===== src/rtl/irq_req_pkg.sv =====
// rtl/irq_req_pkg.sv - shared types and constants for the interrupt requester
package irq_req_pkg;

    typedef enum logic [1:0] {
        IDLE    = 2'd0,
        REQ     = 2'd1,
        SERVICE = 2'd2
    } state_t;

    localparam logic [31:0] CAUSE_BASE = 32'h1000_0010;
    localparam int          N_SRC_MAX  = 16;
    localparam int          ID_W       = 4;

endpackage


===== src/rtl/irq_prio_enc.sv =====
// rtl/irq_prio_enc.sv - combinational lowest-index-wins priority encoder
import irq_req_pkg::*;

module irq_prio_enc #(
    parameter int N = 8
) (
    input  logic [N-1:0]    vec,
    output logic            valid,
    output logic [ID_W-1:0] idx
);

    // Scanning from the top down lets the lowest set bit overwrite last.
    always_comb begin
        valid = |vec;
        idx   = '0;
        for (int i = N - 1; i >= 0; i--) begin
            if (vec[i]) begin
                idx = ID_W'(i);
            end
        end
    end

endmodule


===== src/rtl/irq_requester.sv =====
// rtl/irq_requester.sv - edge-triggered interrupt source; optional IRQ_REQ_OVF_EN overflow flags
import irq_req_pkg::*;

module irq_requester #(
    parameter int N_SRC = 8
) (
    input  logic             clk_i,
    input  logic             rst_i,
    input  logic [N_SRC-1:0] event_i,
    input  logic [N_SRC-1:0] mask_i,
    input  logic             irq_i,
    input  logic             irq_ret_i,
    input  logic             ovf_clr_i,
    output logic             irq_req_o,
    output logic [ID_W-1:0]  irq_id_o,
    output logic [31:0]      irq_cause_o,
    output logic [N_SRC-1:0] pending_o,
    output logic [N_SRC-1:0] ovf_o
);

    state_t           state;
    logic [N_SRC-1:0] event_q;
    logic [N_SRC-1:0] pending;
    logic [N_SRC-1:0] rise;
    logic [N_SRC-1:0] eligible;
    logic [N_SRC-1:0] clr;
    logic [ID_W-1:0]  id_q;
    logic [ID_W-1:0]  svc_id;
    logic             win_valid;
    logic [ID_W-1:0]  win_id;

    assign rise     = event_i & ~event_q;
    assign eligible = pending & mask_i;

    irq_prio_enc #(.N(N_SRC)) u_prio (
        .vec   (eligible),
        .valid (win_valid),
        .idx   (win_id)
    );

    always_comb begin
        clr = '0;
        if (state == SERVICE && irq_ret_i) begin
            for (int i = 0; i < N_SRC; i++) begin
                if (ID_W'(i) == svc_id) begin
                    clr[i] = 1'b1;
                end
            end
        end
    end

    // A rise on the bit being cleared re-sets it because rise is ORed after the clear.
    always_ff @(posedge clk_i or posedge rst_i) begin
        if (rst_i) begin
            state   <= IDLE;
            event_q <= '0;
            pending <= '0;
            id_q    <= '0;
            svc_id  <= '0;
        end else begin
            event_q <= event_i;
            pending <= (pending & ~clr) | rise;
            case (state)
                IDLE: begin
                    if (win_valid) begin
                        state <= REQ;
                        id_q  <= win_id;
                    end
                end
                REQ: begin
                    if (irq_i) begin
                        state  <= SERVICE;
                        svc_id <= id_q;
                    end else if (!win_valid) begin
                        state <= IDLE;
                    end else begin
                        id_q <= win_id;
                    end
                end
                SERVICE: begin
                    if (irq_ret_i) begin
                        state <= IDLE;
                    end
                end
                default: state <= IDLE;
            endcase
        end
    end

    assign irq_req_o   = (state == REQ);
    assign irq_id_o    = id_q;
    assign irq_cause_o = CAUSE_BASE + 32'(id_q);
    assign pending_o   = pending;

`ifdef IRQ_REQ_OVF_EN
    logic [N_SRC-1:0] ovf;

    always_ff @(posedge clk_i or posedge rst_i) begin
        if (rst_i) begin
            ovf <= '0;
        end else begin
            ovf <= (ovf_clr_i ? '0 : ovf) | (rise & pending & ~clr);
        end
    end

    assign ovf_o = ovf;
`else
    logic unused_ovf_clr;

    assign unused_ovf_clr = ovf_clr_i;
    assign ovf_o          = '0;
`endif

endmodule


===== config.mk =====
export PLATFORM = sky130hd
export DESIGN_NAME = irq_requester
export DESIGN_NICKNAME = d
export VERILOG_FILES = /design/src/rtl/irq_req_pkg.sv /design/src/rtl/irq_prio_enc.sv /design/src/rtl/irq_requester.sv
export SDC_FILE = /design/constraint.sdc
export NUM_CORES = 1
export LEC_CHECK = 0
export CORE_ASPECT_RATIO = 1.5
export CORE_MARGIN = 3
export CORE_UTILIZATION = 25
export DETAILED_ROUTE_END_ITERATION = 10
export SYNTH_ARGS = -nofsm -noshare
export SYNTH_HDL_FRONTEND = slang
export SYNTH_HIERARCHICAL = 1
export SYNTH_SLANG_ARGS = --single-unit

===== constraint.sdc =====
create_clock -name clk_i -period 1.5 [get_ports clk_i]
set_clock_uncertainty 0.2 [all_clocks]
set_input_delay 0.3 -clock clk_i [delete_from_list [all_inputs] [get_ports clk_i]]
set_output_delay 0.3 -clock clk_i [all_outputs]
set_load 0.01 [all_outputs]

==> impl_metrics.py, run 1 <==
metrics = {
    "clock_network": {
        "clock-root-buffer": "clkbuf_8",
        "cts_hold_buf": 0,
        "cts.reportedPaths.clkPinSlew_ns": 0.08,
        "cts_made_buffers": 3,
        "cts_max_path_buffers": 2,
        "htreeDepth": 1,
        "clkLatencyLatePin_ns": 0.26,
        "cts_tree": "yes",
        "cts.sinks": 26,
    },
    "status": {
        "status": "finished, violations left",
        "violations": "setup timing",
    },
    "power_and_ir_drop": {
        "pwr-share-clk_pct": 16.9,
        "switching_share_pct": 33.1,
        "power_frac_comb_pct": 42.7,
        "seq_power_share_pct": 40.4,
        "power.internal_uw": 1700,
        "switchingPower_uw": 840,
        "power.leakage_uw": 0.000998,
        "max-vdd-ir-drop_mv": 0.600,
        "power.density_nw_per_um2": 1260,
    },
    "detailed_routing": {
        "drt-total-wl_mm": 2.90,
        "route.met3.wl_um": 195,
        "vias": 990,
        "top_layer": "met4",
        "drtIter0Drc": 6,
        "detail_route.first_pass.iterations": 2,
        "drcViolationCount": 0,
        "wire_per_inst_um": 11.0,
        "met1Wirelength_mm": 1.06,
        "viasPerCell": 3.76,
        "met2_length_mm": 1.62,
        "ant_nets": 0,
    },
    "die": {
        "die_h_um": 98.6,
        "core_area_um2": 5490,
        "design.die.area_um2": 6670,
        "floorplan.initialDensity_pct": 26.0,
        "top_level_ports": 74,
        "die-width_um": 67.7,
        "rows": 33,
    },
    "placement": {
        "gp_congestion": 0.697,
        "placed_cells": 253,
        "place_hpwl_mm": 2.28,
        "placed_cell_area_um2": 1860,
        "portBuffers": 36,
    },
    "yosys": {
        "netlist_top_cells_count": "buf_4, dfrtp_1, inv_1, and2_1, mux2_2",
        "synth_compound_area_share_pct": 12.2,
        "synth-edff-count": 0,
        "yosysWarnings": 6,
        "synth_seq_area_share_pct": 45.6,
        "synthTopCellsByArea": "dfrtp_1, buf_4, mux2_2, inv_1, o41ai_1",
        "synth.top_cell.area_share_pct": 45.6,
        "synth_xor_area_share_pct": 0,
        "synthAdderAreaFrac_pct": 0,
        "synth-main-ff-cell": "dfrtp_1",
        "syn_area_um2": 1430,
        "async_flop_share_pct": 100,
        "synth.most_common_cell": "buf_4",
        "synth_top_area_cell": "dfrtp_1",
        "synth_top_family_by_area": "buffers and inverters",
        "ys_ff_latch": 26,
        "syn_area_per_cell_um2": 10.5,
        "syn_inst": 136,
        "synthMuxAreaShare_pct": 6.31,
        "yosysUniqueCellTypes": 26,
        "synthSimpleGateAreaFrac_pct": 9.55,
    },
    "sta": {
        "min_period_over_period_pct": 112,
        "finalHoldViolCount": 0,
        "slew_viol_final": 0,
        "min_period_ns": 1.68,
        "setup_slack_ns": -0.180,
        "fmax_mhz": 595,
        "rsz0062_at_grt": "yes",
        "setup_viol": 6,
    },
    "finish": {
        "fin_util_pct": 36.7,
        "stdcell_count": 263,
        "design_area_um2": 2020,
        "antennaDiodeCount": 0,
        "drive_gt1_share_pct": 36.3,
        "nNetsFinal": 215,
        "area_growth_pct": 41.3,
    },
    "worst_setup_path": {
        "slowest_delay_ns": 0.38,
        "cp_top_family": "simple AND/OR/NAND/NOR gates",
        "crit_fanout": 5,
        "slowest_stage": "dfrtp_1",
        "ff2ff_path_depth": 6,
        "critical_path.cell_chain": "and2_4 -> nor4_4 -> nand3_2 -> inv_2 -> a211oi_4 -> mux2_4",
        "cp.arrival_ns": 1.63,
        "crit_path_end_kind": "flop",
        "cp_num_cells": 6,
        "worstSetupPathType": "flop to flop",
        "cp_num_buf_inv": 1,
        "required_ns": 1.45,
        "cp-start-kind": "flop",
    },
    "hold_path": {
        "min_path_cells": 2,
        "hold_class": "input port to flop",
    },
    "global_routing": {
        "first_global_vias": 965,
        "overflow": 0,
        "antenna_found_initial": 0,
        "grt_max_degree": 27,
        "track_usage_pct": 9.09,
        "grt_pass1_wl_mm": 4.60,
    },
    "run": {
        "drv_cap": 0,
    },
}
-- power groups by stage --
stage	Combinational [uW]	Clock [uW]	Sequential, uW
2_1_floorplan	549	0	1020
3_3_place_gp	949	0	1020
3_5_place_dp	955	0	1030
4_1_cts	984	451	1010
5_1_grt	1170	481	1050
6_report	1080	429	1020
-- logic make-up (layout without fill, tap and decap cells) --
| kind of cell | Yosys count | after routing |
|---|---|---|
| other cells | 3 | 37 |
| flops | 26 | 26 |
| buf+inv | 56 | 79 |
| simple gates | 20 | 20 |
| compound gates | 23 | 23 |
| mux | 8 | 8 |
-- per-layer routing --
metal,GRT usage [%],vias up
li1,-,486
met2,16.9,44
met3,1.48,2
met4,3.28,0
met5,0,-
met1,9.87,458
-- state kept, by name (all words and copies together) (netlist names) --
register,count
pending_o,8
state,2
svc_id,4
irq_id_o,4
event_q,8
-- worst reg2reg max path, cell delays in order (launching register included) --
cell	delay, ns
dfrtp_1	0.38
and2_4	0.17
nor4_4	0.28
nand3_2	0.10
inv_2	0.07
a211oi_4	0.05
mux2_4	0.31
-- worst paths after layout --
check	start	to	slack (ns)
min in group asynchronous	rst_i	svc_id[0]$_DFFE_PP0P_	0.16
setup / recovery	pending_o[7]$_DFF_PP0_	irq_id_o[0]$_DFFE_PP0P_	-0.18
max in group asynchronous	rst_i	pending_o[1]$_DFF_PP0_	0.80
hold reg to reg	event_q[6]$_DFF_PP0_	pending_o[6]$_DFF_PP0_	0.21
hold / removal	irq_ret_i	state[1]$_DFFE_PP0P_	0.09
setup reg to reg	pending_o[7]$_DFF_PP0_	irq_id_o[0]$_DFFE_PP0P_	-0.18
-- stage by stage --
stage / setup WS [ns] / hold WS [ns] / power (uW) / TNS (ns)
after CTS: -0.185 / 0.154 / 2440 / -0.668
after global placement: -0.563 / 0.195 / 1970 / -5.13
after global routing: -0.255 / 0.0923 / 2690 / -1.14
after floorplan: -0.149 / 0.131 / 1570 / -0.589
after detailed placement: -0.577 / 0.198 / 1980 / -5.24
final: -0.180 / 0.0890 / 2540 / -0.608
-- repair_timing --
action	in CTS	in global routing
pin swaps	8	3
buffers inserted	5	1
setup endpoints to repair	23	22
gates resized for setup	67	20
-- final cells by class --
class                           count  area (um^2)
Inverter                           14         52.6
Clock buffer                        4         55.1
Sequential cell                    26          651
Fill cell                         565         3470
Tap cell                           70         87.6
Timing Repair Buffer               61          514
Multi-Input combinational cell     88          657
-- placed cells by master, fill, tap and decap left out, types with 2 or more instances in the layout --
cell type and n:
buf_4 22, mux2_2 2, and2_4 8, clkdlybuf4s50_1 10, inv_1 13, conb_1 37, o21ai_1 7, o41ai_1 2
o21ai_0 3, buf_2 9, clkdlybuf4s15_1 5, mux2_4 6, clkbuf_8 4, o41ai_2 4, buf_6 3, dlygate4sd2_1 10
dfrtp_1 26, o31ai_2 2
Power figures use the tool's default switching activity.
==> inputs of run 2 (changes only) <==
--- a/config.mk
+++ b/config.mk
@@ -5,7 +5,7 @@
 export SDC_FILE = /design/constraint.sdc
 export NUM_CORES = 1
 export LEC_CHECK = 0
-export CORE_ASPECT_RATIO = 1.5
+export CORE_ASPECT_RATIO = 0.5
 export CORE_MARGIN = 3
 export CORE_UTILIZATION = 25
 export DETAILED_ROUTE_END_ITERATION = 10
==> run 2 against run 1 <==
Net effect:
- critical path depth unchanged
- via count increased by 0.71%
- global-route usage down 0.35 points
- combinational power barely moved
- die area rose by 0.55%
- clock power grew 32%
- largest power group unchanged
- critical endpoint is now irq_id_o[1]$_DFFE_PP0P_
- the flow still finishes with violations (setup timing)
- sequential cell count unchanged
- non-clock buffer count fell by 1
- core utilization is 3.4 points higher
==> impl_metrics.py, run 2 (same netlist as run 1, synthesis figures left out) <==
metrics = {
    "placement": {
        "gp_congestion": 0.769,
        "portBuffers": 36,
        "place_hpwl_mm": 2.38,
        "placed_cell_area_um2": 1870,
    },
    "power_and_ir_drop": {
        "seq_power_share_pct": 38.8,
        "power_frac_comb_pct": 39.8,
        "switching_share_pct": 33.4,
        "pwr-share-clk_pct": 21.4,
        "power.density_nw_per_um2": 1270,
        "max-vdd-ir-drop_mv": 0.663,
        "power.internal_uw": 1770,
        "power.total_uw": 2660,
        "power.leakage_uw": 0.00104,
        "switchingPower_uw": 887,
    },
    "die": {
        "floorplan.initialDensity_pct": 27.4,
        "rows": 18,
        "design.die.area_um2": 6710,
        "die-width_um": 113,
        "die_h_um": 59.4,
        "top_level_ports": 74,
        "core_area_um2": 5200,
    },
    "finish": {
        "area_growth_pct": 46.4,
        "layout_common_cells": "conb_1, dfrtp_1, buf_4, dlygate4sd2_1, inv_1",
        "fin_util_pct": 40.2,
        "drive_gt1_share_pct": 36.1,
        "nNetsFinal": 214,
        "design_area_um2": 2090,
        "final_common_cell": "conb_1",
        "antennaDiodeCount": 0,
    },
    "detailed_routing": {
        "vias": 997,
        "drt-total-wl_mm": 3.01,
        "drtIter0Drc": 12,
        "wire_per_inst_um": 11.5,
        "ant_nets": 0,
        "detail_route.first_pass.iterations": 2,
        "viasPerCell": 3.82,
        "drcViolationCount": 0,
    },
    "worst_setup_path": {
        "slowest_delay_ns": 0.40,
        "r2r_end": "irq_id_o[1]$_DFFE_PP0P_",
        "slowest_stage": "dfrtp_1",
        "required_ns": 1.44,
        "worstSetupPathType": "flop to flop",
        "cp.arrival_ns": 1.64,
        "reg2reg_slack_ns": -0.20,
        "critical_path.cell_chain": "and2_4 -> nor4_4 -> nand3_2 -> inv_2 -> a211oi_4 -> mux2_4",
        "r2r-start": "pending_o[6]$_DFF_PP0_",
        "crit_path_end_kind": "flop",
        "cp-start-kind": "flop",
        "cp_top_family": "simple AND/OR/NAND/NOR gates",
        "ff2ff_path_depth": 6,
        "cp_num_buf_inv": 1,
        "crit_fanout": 5,
    },
    "sta": {
        "fin_tns_setup_ns": -1.05,
        "finalHoldViolCount": 0,
        "min_period_ns": 1.70,
        "rsz0062_at_grt": "yes",
        "fmax_mhz": 587,
        "min_period_over_period_pct": 114,
        "setup_slack_ns": -0.205,
        "slew_viol_final": 0,
        "setup_viol": 11,
    },
    "run": {
        "drv_cap": 0,
    },
    "clock_network": {
        "cts_tree": "yes",
        "cts_max_path_buffers": 2,
        "cts_made_buffers": 3,
        "clkLatencyLatePin_ns": 0.25,
        "htreeDepth": 1,
        "clock-root-buffer": "clkbuf_16",
        "cts.sinks": 26,
        "cts.reportedPaths.clkPinSlew_ns": 0.06,
    },
    "global_routing": {
        "track_usage_pct": 8.74,
        "overflow": 0,
        "grt_pass1_wl_mm": 4.55,
        "grt_max_degree": 27,
        "first_global_vias": 930,
        "antenna_found_initial": 0,
    },
    "status": {
        "violations": "setup timing",
        "status": "finished, violations left",
    },
    "hold_path": {
        "hold_class": "input port to asynchronous set/reset pin",
    },
}
-- run 2: final cells by class --
type                       instances  area [um^2]
clock buffer                       3         75.1
fill                             511         3110
inverter                          14         52.6
multi-input combinational         88          697
sequential                        26          651
tap                               70         87.6
timing repair buffer              60          527
-- run 2: repair_timing --
action | CTS | global route
setup buffers | 3 | 3
gates resized for setup | 71 | 14
pin swaps | 2 | 2
hold buffers | 0 | 0
endpoints found under the setup margin | 30 | 21
-- run 2: power by group through the flow --
stage | clock network (uW) | registers [uW] | logic (uW)
after detailed placement | 0 | 1010 | 946
after global routing | 613 | 1070 | 1130
final | 568 | 1030 | 1060
after CTS | 583 | 1020 | 970
after floorplan | 0 | 1020 | 549
after global placement | 0 | 1000 | 930
-- run 2: tightest hold or removal path: stages --
cell	delay (ns)
clkdlybuf4s50_1	0.39
inv_1	0.09
buf_12	0.19
-- run 2: metrics by stage --
stage / worst slack [ns] / hold WS, ns / std cells
2_1_floorplan: -0.149 / 0.131 / 170
3_3_place_gp: -0.544 / 0.196 / 254
3_5_place_dp: -0.589 / 0.200 / 254
4_1_cts: -0.211 / 0.173 / 259
5_1_grt: -0.264 / 0.199 / 261
6_report: -0.205 / 0.171 / 261
-- run 2: layer usage --
layer,up-vias,part of all wire (%),global-route usage (%)
met5,-,0,0
met4,0,0.90,2.05
met3,2,5.6,1.83
met2,37,51,15.8
met1,479,42,10.9
li1,479,-,-
-- run 2: worst max path at each step --
stage,from,end,slack [ns],cells past startpoint
finish,pending_o[6]$_DFF_PP0_,irq_id_o[1]$_DFFE_PP0P_,-0.20,6
global route,pending_o[6]$_DFF_PP0_,irq_id_o[1]$_DFFE_PP0P_,-0.26,6
CTS,pending_o[6]$_DFF_PP0_,irq_id_o[1]$_DFFE_PP0P_,-0.21,6
detailed placement,mask_i[1],irq_id_o[3]$_DFFE_PP0P_,-0.59,7
global placement,mask_i[0],irq_id_o[0]$_DFFE_PP0P_,-0.54,7
floorplan,pending_o[5]$_DFF_PP0_,irq_id_o[0]$_DFFE_PP0P_,-0.15,6
==> inputs of run 3 (changes only) <==
--- a/config.mk
+++ b/config.mk
@@ -9,6 +9,7 @@
 export CORE_MARGIN = 3
 export CORE_UTILIZATION = 25
 export DETAILED_ROUTE_END_ITERATION = 10
+export SKIP_LAST_GASP = 1
 export SYNTH_ARGS = -nofsm -noshare
 export SYNTH_HDL_FRONTEND = slang
 export SYNTH_HIERARCHICAL = 1
==> run 3 against run 2 <==
Net effect:
- the run still ends with setup timing left
- core utilization rose by 0.14 points
- maximum frequency hardly changed
- via count is 0.10% lower
- setup slack about the same
- sequential share of layout area down 0.11 points
- first-iteration DRC count grew 8.3%
- critical path type unchanged
- critical endpoint unchanged
- largest cell class unchanged
- highest routed layer unchanged
- register-to-register slack barely moved
- routed wire length increased by 0.40%
==> impl_metrics.py, run 3 (same netlist as run 1, synthesis figures left out) <==
metrics = {
    "sta": {
        "slew_viol_final": 0,
        "fmax_mhz": 586,
        "rsz0062_at_grt": "yes",
        "fin_tns_setup_ns": -1.08,
        "min_period_over_period_pct": 114,
        "setup_viol": 10,
        "min_period_ns": 1.71,
        "finalHoldViolCount": 0,
        "setup_slack_ns": -0.205,
    },
    "placement": {
        "placed_cells": 254,
        "portBuffers": 36,
        "gp_congestion": 0.769,
        "place_hpwl_mm": 2.38,
    },
    "worst_setup_path": {
        "slowest_delay_ns": 0.40,
        "required_ns": 1.44,
        "critical_path.cell_chain": "and2_4 -> nor4_4 -> nand3_2 -> inv_2 -> a211oi_4 -> mux2_4",
        "ff2ff_path_depth": 6,
        "cp.arrival_ns": 1.64,
        "crit_path_end_kind": "flop",
        "crit_fanout": 5,
        "slowest_stage": "dfrtp_1",
        "reg2reg_slack_ns": -0.21,
        "cp-start-kind": "flop",
        "r2r_end": "irq_id_o[1]$_DFFE_PP0P_",
        "worstSetupPathType": "flop to flop",
        "r2r-start": "pending_o[6]$_DFF_PP0_",
    },
    "hold_path": {
        "hold_class": "input port to asynchronous set/reset pin",
    },
    "clock_network": {
        "clock-root-buffer": "clkbuf_16",
        "cts_tree": "yes",
        "clkLatencyLatePin_ns": 0.25,
        "cts.sinks": 26,
        "htreeDepth": 1,
        "cts_max_path_buffers": 2,
        "cts.reportedPaths.clkPinSlew_ns": 0.06,
        "cts_made_buffers": 3,
    },
    "finish": {
        "stdcell_count": 262,
        "final_common_cell": "conb_1",
        "area_growth_pct": 46.9,
        "layout_common_cells": "conb_1, dfrtp_1, buf_4, dlygate4sd2_1, inv_1",
        "drive_gt1_share_pct": 36.5,
        "fin_util_pct": 40.3,
        "nNetsFinal": 215,
        "antennaDiodeCount": 0,
    },
    "die": {
        "rows": 18,
        "design.die.area_um2": 6710,
        "core_area_um2": 5200,
        "top_level_ports": 74,
        "die-width_um": 113,
        "floorplan.initialDensity_pct": 27.4,
        "die_h_um": 59.4,
    },
    "detailed_routing": {
        "viasPerCell": 3.80,
        "ant_nets": 0,
        "drtIter0Drc": 13,
        "wire_per_inst_um": 11.5,
        "drt-total-wl_mm": 3.02,
        "vias": 996,
        "detail_route.first_pass.iterations": 3,
        "drcViolationCount": 0,
    },
    "global_routing": {
        "track_usage_pct": 8.74,
        "grt_max_degree": 27,
        "antenna_found_initial": 0,
        "first_global_vias": 930,
        "overflow": 0,
        "grt_pass1_wl_mm": 4.55,
    },
    "power_and_ir_drop": {
        "power.leakage_uw": 0.00104,
        "max-vdd-ir-drop_mv": 0.663,
        "power.total_uw": 2680,
        "power.density_nw_per_um2": 1280,
    },
    "run": {
        "drv_cap": 0,
    },
    "status": {
        "violations": "setup timing",
        "status": "finished, violations left",
    },
}
## run 3: changes by cell type in the layout (fill, tap and decap cells not counted)
cell	before	now
buf_2	6	4
buf_4	20	21
clkbuf_2	0	2
## run 3: critical path: cells and delay by family (launching register included)
kind | cells | cell delay (ns)
buffers and inverters | 1 | 0.08
AO/OA/AOI/OAI | 1 | 0.05
multiplexers | 1 | 0.31
AND/OR/NAND/NOR | 3 | 0.54
flip-flops | 1 | 0.40
## run 3: report_power, final
group	leakage [uW]	switching, uW	total (uW)	internal (uW)
registers	0.000290	188	1030	847
clock network	0.0000370	214	566	352
logic	0.000716	489	1080	592
total	0.00104	891	2680	1790
## run 3: what timing repair did
action / CTS / global route
setup buffers: 3 / 4
endpoints found under the setup margin: 30 / 22
hold buffers: 0 / 0
gates resized for setup: 64 / 19
gates cloned: 0 / 0
pin swaps: 2 / 2
## run 3: final cells by class
type,instances,area [um^2]
multi-input cells,88,697
repair buffers,61,534
well taps,70,87.6
flip-flops and latches,26,651
fillers,510,3110
inverters,14,52.6
clock buffers,3,75.1
## run 3: worst max-delay path by stage
stage	startpoint	endpoint	slack [ns]
2_1_floorplan	pending_o[5]$_DFF_PP0_	irq_id_o[0]$_DFFE_PP0P_	-0.15
3_3_place_gp	mask_i[0]	irq_id_o[0]$_DFFE_PP0P_	-0.54
3_5_place_dp	mask_i[1]	irq_id_o[3]$_DFFE_PP0P_	-0.59
4_1_cts	pending_o[6]$_DFF_PP0_	irq_id_o[1]$_DFFE_PP0P_	-0.21
5_1_grt	pending_o[6]$_DFF_PP0_	irq_id_o[1]$_DFFE_PP0P_	-0.26
6_report	pending_o[6]$_DFF_PP0_	irq_id_o[1]$_DFFE_PP0P_	-0.21
## run 3: metal layers
| metal | vias up | global-route usage (%) | part of all wire, % |
|---|---|---|---|
| met5 | - | 0 | 0 |
| met2 | 37 | 15.8 | 51 |
| met1 | 475 | 10.9 | 42 |
| met3 | 2 | 1.83 | 5.6 |
| li1 | 482 | - | - |
| met4 | 0 | 2.05 | 0.89 |
## run 3: per-stage QoR
stage | cell area, um^2 | worst slack, ns | hold slack (ns)
after global routing | 2100 | -0.264 | 0.199
after floorplan | 1570 | -0.149 | 0.131
final | 2100 | -0.205 | 0.173
after global placement | 1870 | -0.544 | 0.196
after detailed placement | 1870 | -0.589 | 0.200
after CTS | 2040 | -0.211 | 0.173
